`src/rtl/mcs4_pkg.sv`:
```
// Shared MCS-4 core types: program-counter operation codes and default stack depth.
package mcs4_pkg;

    typedef enum logic [2:0] {
        PC_HOLD  = 3'd0,
        PC_INC   = 3'd1,
        PC_SKIP  = 3'd2,
        PC_JUMP  = 3'd3,
        PC_JPAGE = 3'd4,
        PC_CALL  = 3'd5,
        PC_RET   = 3'd6
    } pc_op_t;

    localparam int unsigned STACK_DEPTH_DEFAULT = 3;

endpackage

```
`src/rtl/mcs4_lifo_ram.sv`:
```
// Circular return-address storage: push writes at wr_ptr, pop steps wr_ptr back,
// tos always reads the entry just below wr_ptr.
module mcs4_lifo_ram #(
    parameter int unsigned DEPTH = 3,
    parameter int unsigned WIDTH = 12
) (
    input  logic             clk,
    input  logic             rst,
    input  logic             push,
    input  logic             pop,
    input  logic [WIDTH-1:0] push_data,
    output logic [WIDTH-1:0] tos
);

    localparam int unsigned PTR_W = (DEPTH > 1) ? $clog2(DEPTH) : 1;
    localparam logic [PTR_W-1:0] LAST = PTR_W'(DEPTH - 1);

    logic [WIDTH-1:0] mem [DEPTH];
    logic [PTR_W-1:0] wr_ptr;
    logic [PTR_W-1:0] ptr_inc;
    logic [PTR_W-1:0] ptr_dec;

    // Compare-and-wrap so non-power-of-2 depths ring correctly.
    always_comb begin
        ptr_inc = (wr_ptr == LAST) ? '0 : wr_ptr + PTR_W'(1);
        ptr_dec = (wr_ptr == '0) ? LAST : wr_ptr - PTR_W'(1);
    end

    assign tos = mem[ptr_dec];

    always_ff @(posedge clk) begin
        if (rst) begin
            wr_ptr <= '0;
            for (int i = 0; i < DEPTH; i++) begin
                mem[i] <= '0;
            end
        end else if (push) begin
            mem[wr_ptr] <= push_data;
            wr_ptr      <= ptr_inc;
        end else if (pop) begin
            wr_ptr <= ptr_dec;
        end
    end

endmodule

```
`src/rtl/mcs4_pc_stack.sv`:
```
// MCS-4 program counter with parametrised return-address stack and selectable
// overflow/underflow policy (circular 4004 behaviour or reject-and-flag).
module mcs4_pc_stack
    import mcs4_pkg::*;
#(
    parameter int unsigned ADDR_WIDTH  = 12,
    parameter int unsigned PAGE_WIDTH  = 8,
    parameter int unsigned STACK_DEPTH = STACK_DEPTH_DEFAULT,
    parameter bit          WRAP_MODE   = 1'b1
) (
    input  logic                               clk,
    input  logic                               rst,
    input  logic                               op_valid,
    input  pc_op_t                             op,
    input  logic [ADDR_WIDTH-1:0]              target,
    input  logic                               err_clr,
    output logic [ADDR_WIDTH-1:0]              pc,
    output logic [$clog2(STACK_DEPTH+1)-1:0]   depth,
    output logic                               full,
    output logic                               empty,
    output logic                               ovf_err,
    output logic                               unf_err
);

    localparam int unsigned DW = $clog2(STACK_DEPTH + 1);

    logic [ADDR_WIDTH-1:0] pc_d;
    logic [ADDR_WIDTH-1:0] tos;
    logic [DW-1:0]         depth_d;
    logic                  is_call;
    logic                  is_ret;
    logic                  push;
    logic                  pop;

    assign full    = (depth == DW'(STACK_DEPTH));
    assign empty   = (depth == '0);
    assign is_call = op_valid && (op == PC_CALL);
    assign is_ret  = op_valid && (op == PC_RET);
    // In reject mode an overflowing CALL or underflowing RET never touches the ring.
    assign push    = is_call && (!full || WRAP_MODE);
    assign pop     = is_ret && (!empty || WRAP_MODE);

    mcs4_lifo_ram #(
        .DEPTH (STACK_DEPTH),
        .WIDTH (ADDR_WIDTH)
    ) u_lifo (
        .clk       (clk),
        .rst       (rst),
        .push      (push),
        .pop       (pop),
        .push_data (pc),
        .tos       (tos)
    );

    always_comb begin
        pc_d    = pc;
        depth_d = depth;
        if (op_valid) begin
            case (op)
                PC_INC:   pc_d = pc + ADDR_WIDTH'(1);
                PC_SKIP:  pc_d = pc + ADDR_WIDTH'(2);
                PC_JUMP:  pc_d = target;
                PC_JPAGE: pc_d = {pc[ADDR_WIDTH-1:PAGE_WIDTH], target[PAGE_WIDTH-1:0]};
                PC_CALL: begin
                    if (push) begin
                        pc_d = target;
                        if (!full) depth_d = depth + DW'(1);
                    end
                end
                PC_RET: begin
                    if (pop) begin
                        pc_d = tos;
                        if (!empty) depth_d = depth - DW'(1);
                    end
                end
                default: ;
            endcase
        end
    end

    always_ff @(posedge clk) begin
        if (rst) begin
            pc      <= '0;
            depth   <= '0;
            ovf_err <= 1'b0;
            unf_err <= 1'b0;
        end else begin
            pc    <= pc_d;
            depth <= depth_d;
            if (is_call && full)    ovf_err <= 1'b1;
            else if (err_clr)       ovf_err <= 1'b0;
            if (is_ret && empty)    unf_err <= 1'b1;
            else if (err_clr)       unf_err <= 1'b0;
        end
    end

endmodule
```
`config.mk`:
```
export PLATFORM = sky130hd
export DESIGN_NAME = mcs4_pc_stack
export DESIGN_NICKNAME = d
export VERILOG_FILES = /design/src/rtl/mcs4_pkg.sv /design/src/rtl/mcs4_lifo_ram.sv /design/src/rtl/mcs4_pc_stack.sv
export SDC_FILE = /design/constraint.sdc
export NUM_CORES = 1
export LEC_CHECK = 0
export BUFFER_PORTS_ARGS = -buffer_cell sky130_fd_sc_hd__buf_2
export CORE_MARGIN = 8
export CORE_UTILIZATION = 59
export CTS_CLUSTER_SIZE = 16
export DETAILED_ROUTE_END_ITERATION = 10
export PLACE_DENSITY = 0.79
export SLEW_MARGIN = 10
export SYNTH_ARGS = -nofsm -noshare
export SYNTH_HDL_FRONTEND = slang
export SYNTH_HIERARCHICAL = 1
export SYNTH_SLANG_ARGS = --single-unit
```
`constraint.sdc`:
```
create_clock -name clk -period 2.81 [get_ports clk]
set_input_delay 0.281 -clock clk [delete_from_list [all_inputs] [get_ports clk]]
set_output_delay 0.281 -clock clk [all_outputs]
set_load 0.01 [all_outputs]
```
==> summary by stage <==
Job
The max-capacitance violation count is 0.

Routing
The detailed-route vias per instance is 6.345. In the final routed layout, each cell accounts on average for 20.92 um. The detailed router finished its first iteration with 221 violations. The total routed wirelength is 9268 um. In the routed design, unresolved DRC markers number 0. The remaining antenna violation count is 0. The number of iterations in the first detailed-routing pass is 4. For this block, the via count after detailed routing is 2811.

Layout
The number of inserted filler cells in the final layout is 490. The post-route standard cell area excluding fillers is 4130 um^2. In the layout the commonest cells are sky130_fd_sc_hd__edfxtp_1, sky130_fd_sc_hd__and2_1, sky130_fd_sc_hd__buf_2, sky130_fd_sc_hd__a21oi_1, sky130_fd_sc_hd__dfxtp_1.

The layout-stage area growth over the synthesis result is 9.595%. The share of layout cells above drive strength 1 is 22.68%. For this run, the post-layout net count is 391. The repair_antennas step left the layout with diodes totalling 0. The library cell used most frequently in the layout, excluding fill and tap cells, is sky130_fd_sc_hd__edfxtp_1. For this run, the share of the core covered by cells in the final layout is 65.80%.

Global route
The overflow left after global routing is 0. The number of antenna violations at the first check in global routing came to 0. For this run, the total global-route usage over all layers was measured as 21.09%. Global routing consumed, on the met1 layer, 27.09% of the routing resources. The first global-routing pass estimated 14480 um of wire. In this run the most used layer during global routing was met2.

Global routing consumed, on the met2 layer, 35.43% of the routing resources. The met3 global-route usage is 3.276%. The via count of the first global-routing pass is 2804.

The maximum number of pins on one net before global-route repair is 28.

Floorplanning
The number of cell rows is 29. The effective utilization at floorplan is 60.04%. The I/O pin count is 37. The overall die width is 95.92 um.

The die area is 9201 um^2. The core region is 6277 um^2. The die extent in y is 95.92 um.

Power
VDD sags by at most 0.3848 mV. The internal portion of the total power is 1606 uW. The clock share of power is 36.0%. Combinational logic burns 12.5% of the power. The power after layout is 2215 uW. The power share of the sequential group is 51.4%. The net switching fraction of the power is 27.48%. Dividing total power by cell area gives a power density of 536.2 nW/um^2. The total net switching power is 608.5 uW. The leakage component of the power is 0.001623 uW.

Timing
The total count of hold-check failures in the final report is 0. At the pin with the least slew margin, the transition time is 0.5919 ns. The post-route clock skew is 0.008810 ns. The worst pin sits at a relative slew slack of 60.54%. Counting I/O delays and the setup requirement, the final critical path takes 2.395 ns.

Setup repair after global routing left no endpoint under its margin. Setup total negative slack on the finished layout was measured at 0 ns. The tightest hold margin is 0.2533 ns. The final setup violation count is 0. The ratio of final minimum period to clock period is 85.22%. The fmax is 417.6 MHz. The max-slew violation total from the final report is 0.

Run status
The run finished with clean final reports.

Critical path
By startpoint and endpoint, the worst setup path is classified as reg2reg. The highest fanout seen on the critical path is 11. The endpoint kind of the worst setup timing path is a register. The dominant delay contributor by cell family on the critical path is adder cells. The most critical setup path has its startpoint at u_lifo/wr_ptr[1].

The critical path goes through inv_1 > ha_1 > buf_4 > mux4_2 > a221oi_1 > o211ai_1 > a21oi_1 > nor3_1. At the worst endpoint, the arrival time is 2.62 ns. The critical path launch point type is a register. The required time of the worst setup path is 3.04 ns.

The worst path buffer plus inverter count is 2. The slowest stage of the critical path is the sky130_fd_sc_hd__ha_1 cell. The launch instance of the worst register-to-register path is u_lifo/wr_ptr[1]. The largest single stage delay on the critical path is 0.59 ns.

CTS
In this run the deepest clock path goes through 2 buffers. After clock tree synthesis, the clock-pin slew on the worst setup and hold paths is 0.08 ns. The number of gates resized after CTS was 0.

Buffers added to address setup during post-CTS repair amount to 0. The tree is rooted in a sky130_fd_sc_hd__clkbuf_8. TritonCTS created 9 clock buffers. TritonCTS built the clock tree.

The depth of the CTS H-tree is 3. The hold-fix buffer count after cts is 0. The clock network latency to the later pin of the worst-skew pair is 0.34 ns. Counting every sink on the clock net gives 66.

Synth
The share of the Yosys chip area taken by registers is 47.81%. The post-synthesis async set-or-reset flop share is 0%. The mapped netlist covers 3769 um^2. The flip-flop cell with the highest count after synthesis is sky130_fd_sc_hd__edfxtp_1. The synthesis warning total is 6.

The unique cell type count in the Yosys netlist is 61. Synthesis handed over a netlist of 334 instances. Synthesis produced a netlist with a net count of 364. Synthesis inferred 66 register bits. In this run, synthesis inferred 48 flip-flops with an integrated enable. After synthesis, the mean cell area works out to 11.28 um^2.

Place
The instance area at placement is 3938 um^2. Once detailed placement completed, the half-perimeter wirelength came to 6117 um. The weighted congestion at the end of routability-driven global placement is 0.7989. In this run the tool buffered the top-level ports with 36 buffer cells.

Worst hold path
In this run the worst hold path is classified as in2reg. In this run the most critical hold path is launched from target[3].
-- area by class of cell --
class	instances	area, um^2	share of cell area [%]
inverter	12	45.04	1.091
timing repair buffer	42	225.2	5.453
clock inverter	7	68.82	1.666
multi-input combinational	230	1769	42.84
tap	77	96.34	2.333
sequential	66	1802	43.62
clock buffer	9	123.9	2.999
-- cells by family after synthesis --
logic type      count (synthesis)  synth area share [%]
compound gates                 80                 15.27
xor+xnor                       10                 2.324
fa+ha+maj                      11                 3.652
buf+inv                        38                 5.378
flops                          66                 47.81
mux                            15                 8.234
simple gates                  114                 17.33
-- worst paths after layout --
path	slack, ns	end	cells past startpoint
max reg2reg	0.42	pc[10]	8
min reg2reg	0.52	unf_err	2
min	0.25	pc[3]	3
max	0.42	pc[10]	8
-- routing by layer --
metal / wire length [um] / vias to the layer above
li1: - / 1296
met1: 3979 / 1391
met2: 4610 / 104
met3: 525 / 20
met4: 153 / 0
met5: 0 / -
-- tightest hold or removal path, delay by kind of cell --
kind | cells | cell delay [ns]
AO/OA/AOI/OAI | 1 | 0.12
buffers and inverters | 1 | 0.10
AND/OR/NAND/NOR | 1 | 0.05
-- metrics by stage --
step	setup WS, ns	std cells
5_1_grt	0.2097	443
2_1_floorplan	0.4187	334
4_1_cts	0.4507	443
3_5_place_dp	0.4744	427
3_3_place_gp	0.5532	427
6_report	0.4154	443
-- registers in the layout, summed over array words and instances, names as in the netlist --
name	flops
unf_err	1
u_lifo/mem	48
u_lifo/wr_ptr	2
depth	2
ovf_err	1
pc	12
-- synthesized netlist by cell type (all sizes together) (2+ instances only) --
library cell,n,area (um^2)
mux2,2,22.52
dfxtp,18,360.4
o2111ai,2,17.52
a21oi,22,110.1
nor3b,3,33.78
o21ai,11,58.81
o21ba,2,20.02
nor2b,4,25.02
and4,2,17.52
and2,37,231.5
nor2,18,80.07
and3,5,31.28
and3b,3,26.28
o211ai,3,22.52
nand3,13,65.06
edfxtp,48,1441
nor3,11,60.06
a211oi,5,37.54
clkbuf,6,26.27
xnor2,7,61.31
a2111oi,3,45.04
o21a,3,22.52
buf,20,131.4
a221oi,3,26.28
nand2,12,45.04
a22oi,7,52.55
xor2,3,26.28
o21bai,3,26.27
a21o,5,37.54
mux4,12,277.8
inv,12,45.04
ha,11,137.6
a32o,2,20.02
nand2b,2,12.51
-- power groups by stage --
| stage | combinational (uW) | clock, uW | sequential, uW |
|---|---|---|---|
| global placement | 268 | 0 | 1160 |
| finish | 278 | 798 | 1140 |
| detailed placement | 274 | 0 | 1160 |
| floorplan | 212 | 0 | 1130 |
| CTS | 277 | 804 | 1140 |
| global route | 301 | 841 | 1150 |
No activity file was read; power rests on OpenSTA's default activity.
